File: config.mk
export PLATFORM = sky130hd
export DESIGN_NAME = bpc_lane_arbiter
export DESIGN_NICKNAME = d
export VERILOG_FILES = /design/src/rtl/bpc_lane_arbiter.sv
export SDC_FILE = /design/constraint.sdc
export NUM_CORES = 1
export LEC_CHECK = 0
export CORE_AREA = 2 2 329 331
export DETAILED_ROUTE_END_ITERATION = 16
export DIE_AREA = 0 0 331 333
export PLACE_DENSITY_LB_ADDON = 0.1
export SETUP_SLACK_MARGIN = 0.05
export SLEW_MARGIN = 20
export SYNTH_ARGS = -nofsm -noshare
export SYNTH_HDL_FRONTEND = slang
export SYNTH_SLANG_ARGS = --single-unit
File: constraint.sdc
create_clock -name clk -period 4 [get_ports clk]
set_input_delay 0.8 -clock clk [delete_from_list [all_inputs] [get_ports clk]]
set_output_delay 0.8 -clock clk [all_outputs]
set_load 0.03 [all_outputs]
File: src/rtl/bpc_lane_arbiter.sv
// bpc_lane_arbiter: block-level round-robin arbiter that shares one BPC code
// buffer among NUM_LANES encoder lanes. One lane is granted for one complete
// block (sop .. eop), its beats are forwarded with a one-cycle register stage,
// and no new grant is issued until the code buffer reports the block size.
// Optional drain watchdog: define BPC_ARB_TIMEOUT_EN (limit TIMEOUT_CYC).

module bpc_lane_arbiter #(
    parameter int  NUM_LANES   = 4,
    parameter int  DATA_W      = 152,
    parameter int  SIZE_W      = 8,
    parameter int  TIMEOUT_CYC = 64,
    localparam int LANE_W      = $clog2(NUM_LANES)
) (
    input  logic                          clk,
    input  logic                          rst_n,
    input  logic [NUM_LANES*DATA_W-1:0]   lane_data_i,
    input  logic [NUM_LANES*SIZE_W-1:0]   lane_size_i,
    input  logic [NUM_LANES-1:0]          lane_valid_i,
    input  logic [NUM_LANES-1:0]          lane_sop_i,
    input  logic [NUM_LANES-1:0]          lane_eop_i,
    output logic [NUM_LANES-1:0]          lane_ready_o,
    output logic [DATA_W-1:0]             cb_data_o,
    output logic [SIZE_W-1:0]             cb_size_o,
    output logic                          cb_valid_o,
    output logic                          cb_sop_o,
    output logic                          cb_eop_o,
    input  logic                          cb_s_valid_i,
    input  logic [10:0]                   cb_size_i,
    output logic                          done_valid_o,
    output logic [LANE_W-1:0]             done_lane_o,
    output logic [10:0]                   done_size_o,
    output logic                          err_o
);

    typedef enum logic [1:0] {
        S_IDLE   = 2'd0,
        S_STREAM = 2'd1,
        S_DRAIN  = 2'd2
    } state_t;

    state_t                state, state_next;
    logic [LANE_W-1:0]     grant, last_grant, cand_idx;
    logic                  first_beat;
    logic [NUM_LANES-1:0]  cand;
    logic                  cand_found, accept, beat_sop, beat_eop;
    logic                  wd_expire, err_set;
    logic [DATA_W-1:0]     lane_data [NUM_LANES];
    logic [SIZE_W-1:0]     lane_size [NUM_LANES];

    // First requester strictly after 'last' in circular order; 'last' itself
    // is checked last so a lone requester can win twice in a row.
    function automatic logic [LANE_W-1:0] rr_pick(input logic [NUM_LANES-1:0] req,
                                                  input logic [LANE_W-1:0]    last);
        logic [LANE_W-1:0] pick;
        logic [LANE_W-1:0] cur;
        logic              hit;
        int                idx;
        pick = last;
        hit  = 1'b0;
        for (int i = 1; i <= NUM_LANES; i++) begin
            idx = int'(last) + i;
            if (idx >= NUM_LANES) idx = idx - NUM_LANES;
            cur = LANE_W'(idx);
            if (!hit && req[cur]) begin
                hit  = 1'b1;
                pick = cur;
            end
        end
        return pick;
    endfunction

    // Unpack the flat lane buses into per-lane arrays for indexed selection.
    always_comb begin
        for (int g = 0; g < NUM_LANES; g++) begin
            lane_data[g] = lane_data_i[g*DATA_W +: DATA_W];
            lane_size[g] = lane_size_i[g*SIZE_W +: SIZE_W];
        end
    end

    // Arbitration candidates, granted-lane beat decode and lane ready.
    always_comb begin
        // NOTE: every always_comb output gets a default first so no path leaves
        // it unassigned, which would infer a latch.
        lane_ready_o = '0;
        cand         = lane_valid_i & lane_sop_i;
        cand_found   = |cand;
        cand_idx     = rr_pick(cand, last_grant);
        accept       = (state == S_STREAM) && lane_valid_i[grant];
        beat_sop     = lane_sop_i[grant];
        beat_eop     = lane_eop_i[grant];
        if (state == S_STREAM) lane_ready_o[grant] = 1'b1;
    end

`ifdef BPC_ARB_TIMEOUT_EN
    localparam int WD_W = $clog2(TIMEOUT_CYC + 1);
    logic [WD_W-1:0] wd_cnt;

    // Drain watchdog: held at zero outside DRAIN so each DRAIN starts from 0.
    always_ff @(posedge clk) begin
        if (!rst_n)                wd_cnt <= '0;
        else if (state != S_DRAIN) wd_cnt <= '0;
        else                       wd_cnt <= wd_cnt + WD_W'(1);
    end

    // The count reaching the limit this cycle ends the drain; a real s_valid
    // in the same cycle takes priority.
    assign wd_expire = (state == S_DRAIN) && !cb_s_valid_i &&
                       (wd_cnt == WD_W'(TIMEOUT_CYC - 1));
`else
    assign wd_expire = 1'b0;
`endif

    // Next-state logic and protocol error detection.
    always_comb begin
        state_next = state;
        err_set    = (accept && (first_beat ? !beat_sop : beat_sop)) ||
                     (cb_s_valid_i && (state != S_DRAIN)) ||
                     wd_expire;
        unique case (state)
            S_IDLE:   if (cand_found)                 state_next = S_STREAM;
            S_STREAM: if (accept && beat_eop)         state_next = S_DRAIN;
            S_DRAIN:  if (cb_s_valid_i || wd_expire)  state_next = S_IDLE;
            default:                                  state_next = S_IDLE;
        endcase
    end

    // FSM state register.
    always_ff @(posedge clk) begin
        // NOTE: clocked state uses non-blocking assignments so every register
        // samples pre-edge values regardless of statement order.
        if (!rst_n) state <= S_IDLE;
        else        state <= state_next;
    end

    // Grant bookkeeping, beat forwarding, done reporting and sticky error.
    always_ff @(posedge clk) begin
        if (!rst_n) begin
            grant        <= '0;
            last_grant   <= LANE_W'(NUM_LANES - 1);
            first_beat   <= 1'b0;
            cb_data_o    <= '0;
            cb_size_o    <= '0;
            cb_valid_o   <= 1'b0;
            cb_sop_o     <= 1'b0;
            cb_eop_o     <= 1'b0;
            done_valid_o <= 1'b0;
            done_lane_o  <= '0;
            done_size_o  <= '0;
            err_o        <= 1'b0;
        end else begin
            cb_data_o    <= '0;
            cb_size_o    <= '0;
            cb_valid_o   <= 1'b0;
            cb_sop_o     <= 1'b0;
            cb_eop_o     <= 1'b0;
            done_valid_o <= 1'b0;

            if (state == S_IDLE && cand_found) begin
                grant      <= cand_idx;
                last_grant <= cand_idx;
                first_beat <= 1'b1;
            end

            if (accept) begin
                cb_data_o  <= lane_data[grant];
                cb_size_o  <= lane_size[grant];
                cb_valid_o <= 1'b1;
                cb_sop_o   <= beat_sop;
                cb_eop_o   <= beat_eop;
                first_beat <= 1'b0;
            end

            if (state == S_DRAIN && cb_s_valid_i) begin
                done_valid_o <= 1'b1;
                done_lane_o  <= grant;
                done_size_o  <= cb_size_i;
            end else if (wd_expire) begin
                done_valid_o <= 1'b1;
                done_lane_o  <= grant;
                done_size_o  <= '0;
            end

            if (err_set) err_o <= 1'b1;
        end
    end

endmodule

### After elaboration in Yosys (flattened, before gate mapping)

Index checks and enable logic that the tools add are counted.

| word-level totals | value |
|---|---|
| bits of input ports | 666 |
| word-level logic and storage cells | 102 |
| bits in registers | 185 |

| operators by class | value |
|---|---|
| eq/ne operators | 6 |
| multiplexer cells | 41 |
| order comparisons | 11 |
| add/subtract/negate cells | 8 |
| bitwise logic cells | 3 |
| reduce and logical (&&, ||, !) cells | 20 |

Operators with widths:

| operator | count |
|---|---|
| $bmux 152 s2 | 1 |
| $mux 152 | 2 |
| $mux 2 | 11 |
| $bmux 8 s2 | 1 |
| $mux 8 | 2 |
| $lt 2x3->1 const B | 5 |
| $bmux 1 s2 | 7 |
| $mux 1 | 14 |
| $ge 3x3->1 const B | 4 |
| $logic_and 1x1->1 | 10 |
| $sub 2x1->2 const B | 4 |
| $add 2x2->3 const B | 2 |
| $ne 2x2->1 const B | 3 |
| $pmux 2 s3 | 1 |
| $add 2x3->4 const B | 1 |
| $and 4x4->4 | 1 |
| $ge 4x3->1 const B | 1 |
| $logic_not 1->1 | 4 |
| $mux 4 | 1 |
| $reduce_or 4->1 | 1 |
| $add 2x1->3 const B | 1 |
| $not 2->3 | 1 |
| $reduce_and 3->1 | 1 |
| $demux 1 s2 | 1 |
| 9 further kinds | 9 |

### Depth between registers and ports, before layout

| logic depth | value |
|---|---|
| depth in word-level cells | 15 |
| mapped depth | 6 |
| gate-level depth less buffers | 4 |

### Worst setup path after synthesis

No wires, ideal clock.

| path | value |
|---|---|
| path type | register to output |
| from | register grant[0] |
| to | output lane_ready_o[1] |
| path buffers | 2 |
| stages on the path, launching flop included | 4 |
| data arrival time | 1597 ps |
| path slack | 1603 ps |
| path through | dfxtp_1 > buf_2 > buf_1 > nor3b_1 |

| between the ends | value |
|---|---|
| longest elaborated chain between the ends | 5 |
| elaborated cells on any way between the ends | 6 |
| those cells by class | order compare: 2; mux: 3; reduce/logical: 1 |

Ends and longest elaborated chain:

| element | RTL line | text |
|---|---|---|
| start: declaration | 42 | `logic [LANE_W-1:0] grant, last_grant, cand_idx;` |
| start signal: assignment | 159 | `grant <= cand_idx;` |
| $lt 2x3->1 (not written as such) or $ge 2x1->1 (tied branches) | 91 | `if (state == S_STREAM) lane_ready_o[grant] = 1'b1;` |
| $logic_and 1x1->1 (not written as such) | 91 |  |
| $mux 1 (not written as such) | 91 |  |
| $demux 1 s2 * | 91 |  |
| $mux 4 * | 91 |  |
| end: declaration | 21 | `output logic [NUM_LANES-1:0] lane_ready_o,` |

Every way passes the cells marked *; elsewhere a longest branch is shown, timed or not.

### Worst setup path after layout

| path | value |
|---|---|
| from | register state[0] |
| to | output lane_ready_o[3] |

| between the ends | value |
|---|---|
| longest elaborated chain between the ends | 2 |

Ends and longest elaborated chain:

| element | RTL line | text |
|---|---|---|
| start: declaration | 41 | `state_t state, state_next;` |
| start signal: assignment | 132 | `else state <= state_next;` |
| $eq 2x1->1 | 91 |  |
| $mux 4 | 91 |  |

No other way between the ends.

==> results by group <==
Status
  – Status: completed

Clocking
  – Clk slew on worst S/H paths: about 0.080 ns
  – Clk sink count: around 190
  – Clock Tree Buf Depth: 2
  – CTS tree: yes
  – Post-CTS setup buffers: 0
  – Root Buffer: clkbuf_16
  – Total CTS buffers: 17
  – Cts repair resizes: 0
  – Worst skew pair latency: 0.51 ns
  – H-tree Lvls: 4
  – Hold Buf Count CTS: 0

Worst setup path
  – WS Path Type: reg2out
  – Reg2Reg Depth: 3
  – Element type at the critical path end: output port
  – Critical path arrival: around 2.4 ns
  – Crit start category: register
  – Reg2reg start: grant[1]$_SDFFE_PN0P_
  – Critical Path RT: 3.20 ns
  – Crit Path Max Fanout: 6
  – R2r setup slk: 1.49 ns
  – Reg2Reg Capture Point: cb_data_o[5]$_SDFF_PN0_

Timing
  – Slew margin rel.: between 30% and 40%
  – Least-Margin Pin Slew: between 0.9 and 1 ns
  – Post-layout min period: between 3 and 4 ns
  – Max-slew violations: 0
  – RSZ-0062 raised after global routing: no
  – Final setup vio count: 0
  – Hold Fails Final Rpt: 0
  – Final Skew: between 0.01 and 0.015 ns
  – Max frequency: approximately 310 MHz
  – TNS Setup: 0 ns
  – Period utilization: between 70% and 80%

Synth
  – Synth Instances: approximately 670
  – Synth area leaders: dfxtp_1 (40%), mux4_2 (40%), nor2b_1 (11%)
  – Yosys cell types: 38
  – Post-Syn Area per Cell: 13.84 µm²
  – Yosys warning count: 0
  – Net Count, Synth: approximately 1,300
  – Post-Syn Area: around 9200 µm²
  – Seq cells post-synth: about 190
  – Sequential share of the synthesized area: around two fifths
  – Top cell type's share of synthesized area: between 40% and 50%
  – Post-synth top area cell: dfxtp_1

Min path
  – Hold endpoint: done_size_o[2]$_SDFFE_PN0P_
  – Hold depth: 2
  – Hold path startpoint: done_size_o[2]$_SDFFE_PN0P_
  – Min-delay worst type: reg2reg

Drt
  – Iteration-0 DRC count of the detailed router: 292
  – Top routing layer used: met5
  – Routed wl met3: between 5000 and 6000 µm
  – Drt drc: 0
  – Vias/cell: 3.103
  – DR vias: 9,003
  – Post-route ant nets: 0
  – Met2 wire len: between 30,000 and 40,000 µm
  – Wire length on met1: 19,230 µm
  – DR WL/cell: 20.62 µm
  – Routed WL: 59,810 µm
  – Drt pass-1 iters: 4

Global route
  – Initial antenna violation count: 16
  – Via count of the first global-routing pass: a little over 10,000
  – Largest net degree at the start of global routing: just under 70
  – First-pass GRT wire length: around 79,000 µm
  – Grt ovf: 0
  – GRT Overall Usage: between 10% and 20%

Pwr
  – Worst vdd ir: approximately 320 µV
  – Power per cell area: about 310 nW/µm²
  – Lkg Pwr: ~6.4 nW

Die
  – Row count: 120
  – DIE AREA: 110,200 µm²
  – Boundary Pins: about 850
  – Die width: ~330 µm
  – Initial core utilization: under 10%
  – Core area: 106,600 µm²
  – Die Ht: 333 µm

Final layout
  – Final-stage net count: around 2,100
  – Post-layout util: between 10% and 20%
  – Share of cells above drive strength 1: 14.10%
  – Post-route insts no fill: 2,901
  – Layout area overhead: 115.4%

Run
  – Max-cap check violation count: 0

Placement
  – Inst Count DP: 2,867
  – Gpl congestion: approximately 0.75
  – DP Wirelength: around 50,000 µm
  – Port Buf Inserts: about 850
-- worst max-delay path by stage --
stage / end / cells after the start / startpoint / slack (ns)
6_report: lane_ready_o[3] / 3 / state[0]$_SDFFE_PN0P_ / 0.82
5_1_grt: lane_ready_o[2] / 4 / state[0]$_SDFFE_PN0P_ / 0.66
4_1_cts: lane_ready_o[3] / 3 / state[0]$_SDFFE_PN0P_ / 0.72
3_5_place_dp: cb_data_o[54]$_SDFF_PN0_ / 5 / lane_valid_i[3] / 0.94
3_3_place_gp: cb_data_o[50]$_SDFF_PN0_ / 5 / lane_valid_i[3] / 0.98
2_1_floorplan: lane_ready_o[1] / 3 / grant[0]$_SDFFE_PN0P_ / 1.60
-- synthesized netlist by cell type --
| library cell | instances |
|---|---|
| a311o_1 | 1 |
| inv_1 | 3 |
| nand3_2 | 1 |
| o211ai_1 | 1 |
| o22ai_1 | 2 |
| a311oi_2 | 1 |
| o221ai_1 | 2 |
| a22oi_1 | 1 |
| nor3_1 | 2 |
| nor4bb_1 | 1 |
| nand2_1 | 33 |
| buf_1 | 7 |
| mux2i_1 | 2 |
| nand3_1 | 2 |
| a211oi_1 | 2 |
| and3b_1 | 1 |
| nor2_1 | 8 |
| clkbuf_4 | 1 |
| nand2b_1 | 2 |
| o32ai_1 | 1 |
| o21ai_0 | 3 |
| xor2_1 | 1 |
| a32oi_1 | 1 |
| buf_2 | 27 |
| nor3b_1 | 1 |
| mux4_2 | 162 |
| o32a_1 | 1 |
| nor2b_1 | 161 |
| dfxtp_1 | 185 |
| and3_1 | 1 |
| a21oi_1 | 19 |
| mux2_2 | 1 |
| and2_1 | 2 |
| a221o_1 | 1 |
| clkbuf_1 | 16 |
| buf_4 | 1 |
| buf_6 | 9 |
| or2_2 | 1 |
-- through the flow --
stage                     power [W]  instance area (µm²)  setup WS [ns]  hold WS, ns
final                      0.006261                19880         0.8164       0.4575
after global routing       0.006633                19880         0.6622       0.4902
after CTS                  0.006514                19880         0.7238       0.4641
after detailed placement   0.004526                19270         0.9364       0.4518
after global placement     0.004541                19270         0.9754       0.4455
after floorplan            0.003295                 9229          1.603       0.4894
-- layout by cell type, fill, tap and decap left out, types with 2 or more instances in the layout --
master,instances
a211oi_1,2
a21oi_1,19
and2_1,2
buf_12,4
buf_4,7
bufinv_16,2
clkbuf_16,17
clkdlybuf4s50_1,847
clkinv_4,2
dfxtp_1,183
dfxtp_4,2
diode_2,2
inv_1,3
inv_6,5
inv_8,4
mux2i_1,2
mux4_2,162
nand2_1,33
nand2b_1,2
nand3_1,2
nor2_1,8
nor2b_1,161
nor3_1,2
o21ai_0,3
o221ai_1,2
o22ai_1,2
-- report_power, final --
| part | internal (W) | leakage, nW | switching (W) |
|---|---|---|---|
| logic | 0.00145 | 4.64 | 0.000901 |
| registers | 0.00195 | 1.50 | 0.000102 |
| clock network | 0.000947 | 0.297 | 0.000914 |
| total | 0.00434 | 6.44 | 0.00192 |
-- area by class of cell --
type | count | area (µm²)
Fill cell | 11700 | 86720
Clock buffer | 17 | 425.4
Inverter | 3 | 11.26
Multi-Input combinational cell | 418 | 5184
Timing Repair Buffer | 858 | 8611
Clock inverter | 15 | 178.9
Sequential cell | 185 | 3711
Tap cell | 1403 | 1755
Antenna cell | 2 | 5.005
-- cells by family after synthesis --
family	count (synthesis)	synth area share [%]
AND/OR/NAND/NOR	216	13.60
XOR/XNOR	1	0.09492
AO/OA/AOI/OAI	36	2.522
buffers and inverters	64	3.783
flip-flops	185	40.13
multiplexers	165	39.87
-- routing by layer --
metal / up-vias / track usage (%)
met5: - / 0
met4: 14 / 2.415
met3: 47 / 4.425
met2: 437 / 21.09
met1: 4349 / 9.454
li1: 4156 / -
-- flip-flops by register name (all words and copies together), names as in the netlist --
signal,flops
cb_data_o,152
cb_eop_o,1
cb_size_o,8
cb_sop_o,1
cb_valid_o,1
done_lane_o,2
done_size_o,11
done_valid_o,1
err_o,1
first_beat,1
grant,2
last_grant,2
state,2
-- worst max-delay path: stages (launching register included) --
cell and delay [ns]:
dfxtp_1 0.41, nor2b_1 0.56, and3_1 0.25, clkdlybuf4s50_1 0.68
Power figures use the tool's default switching activity.
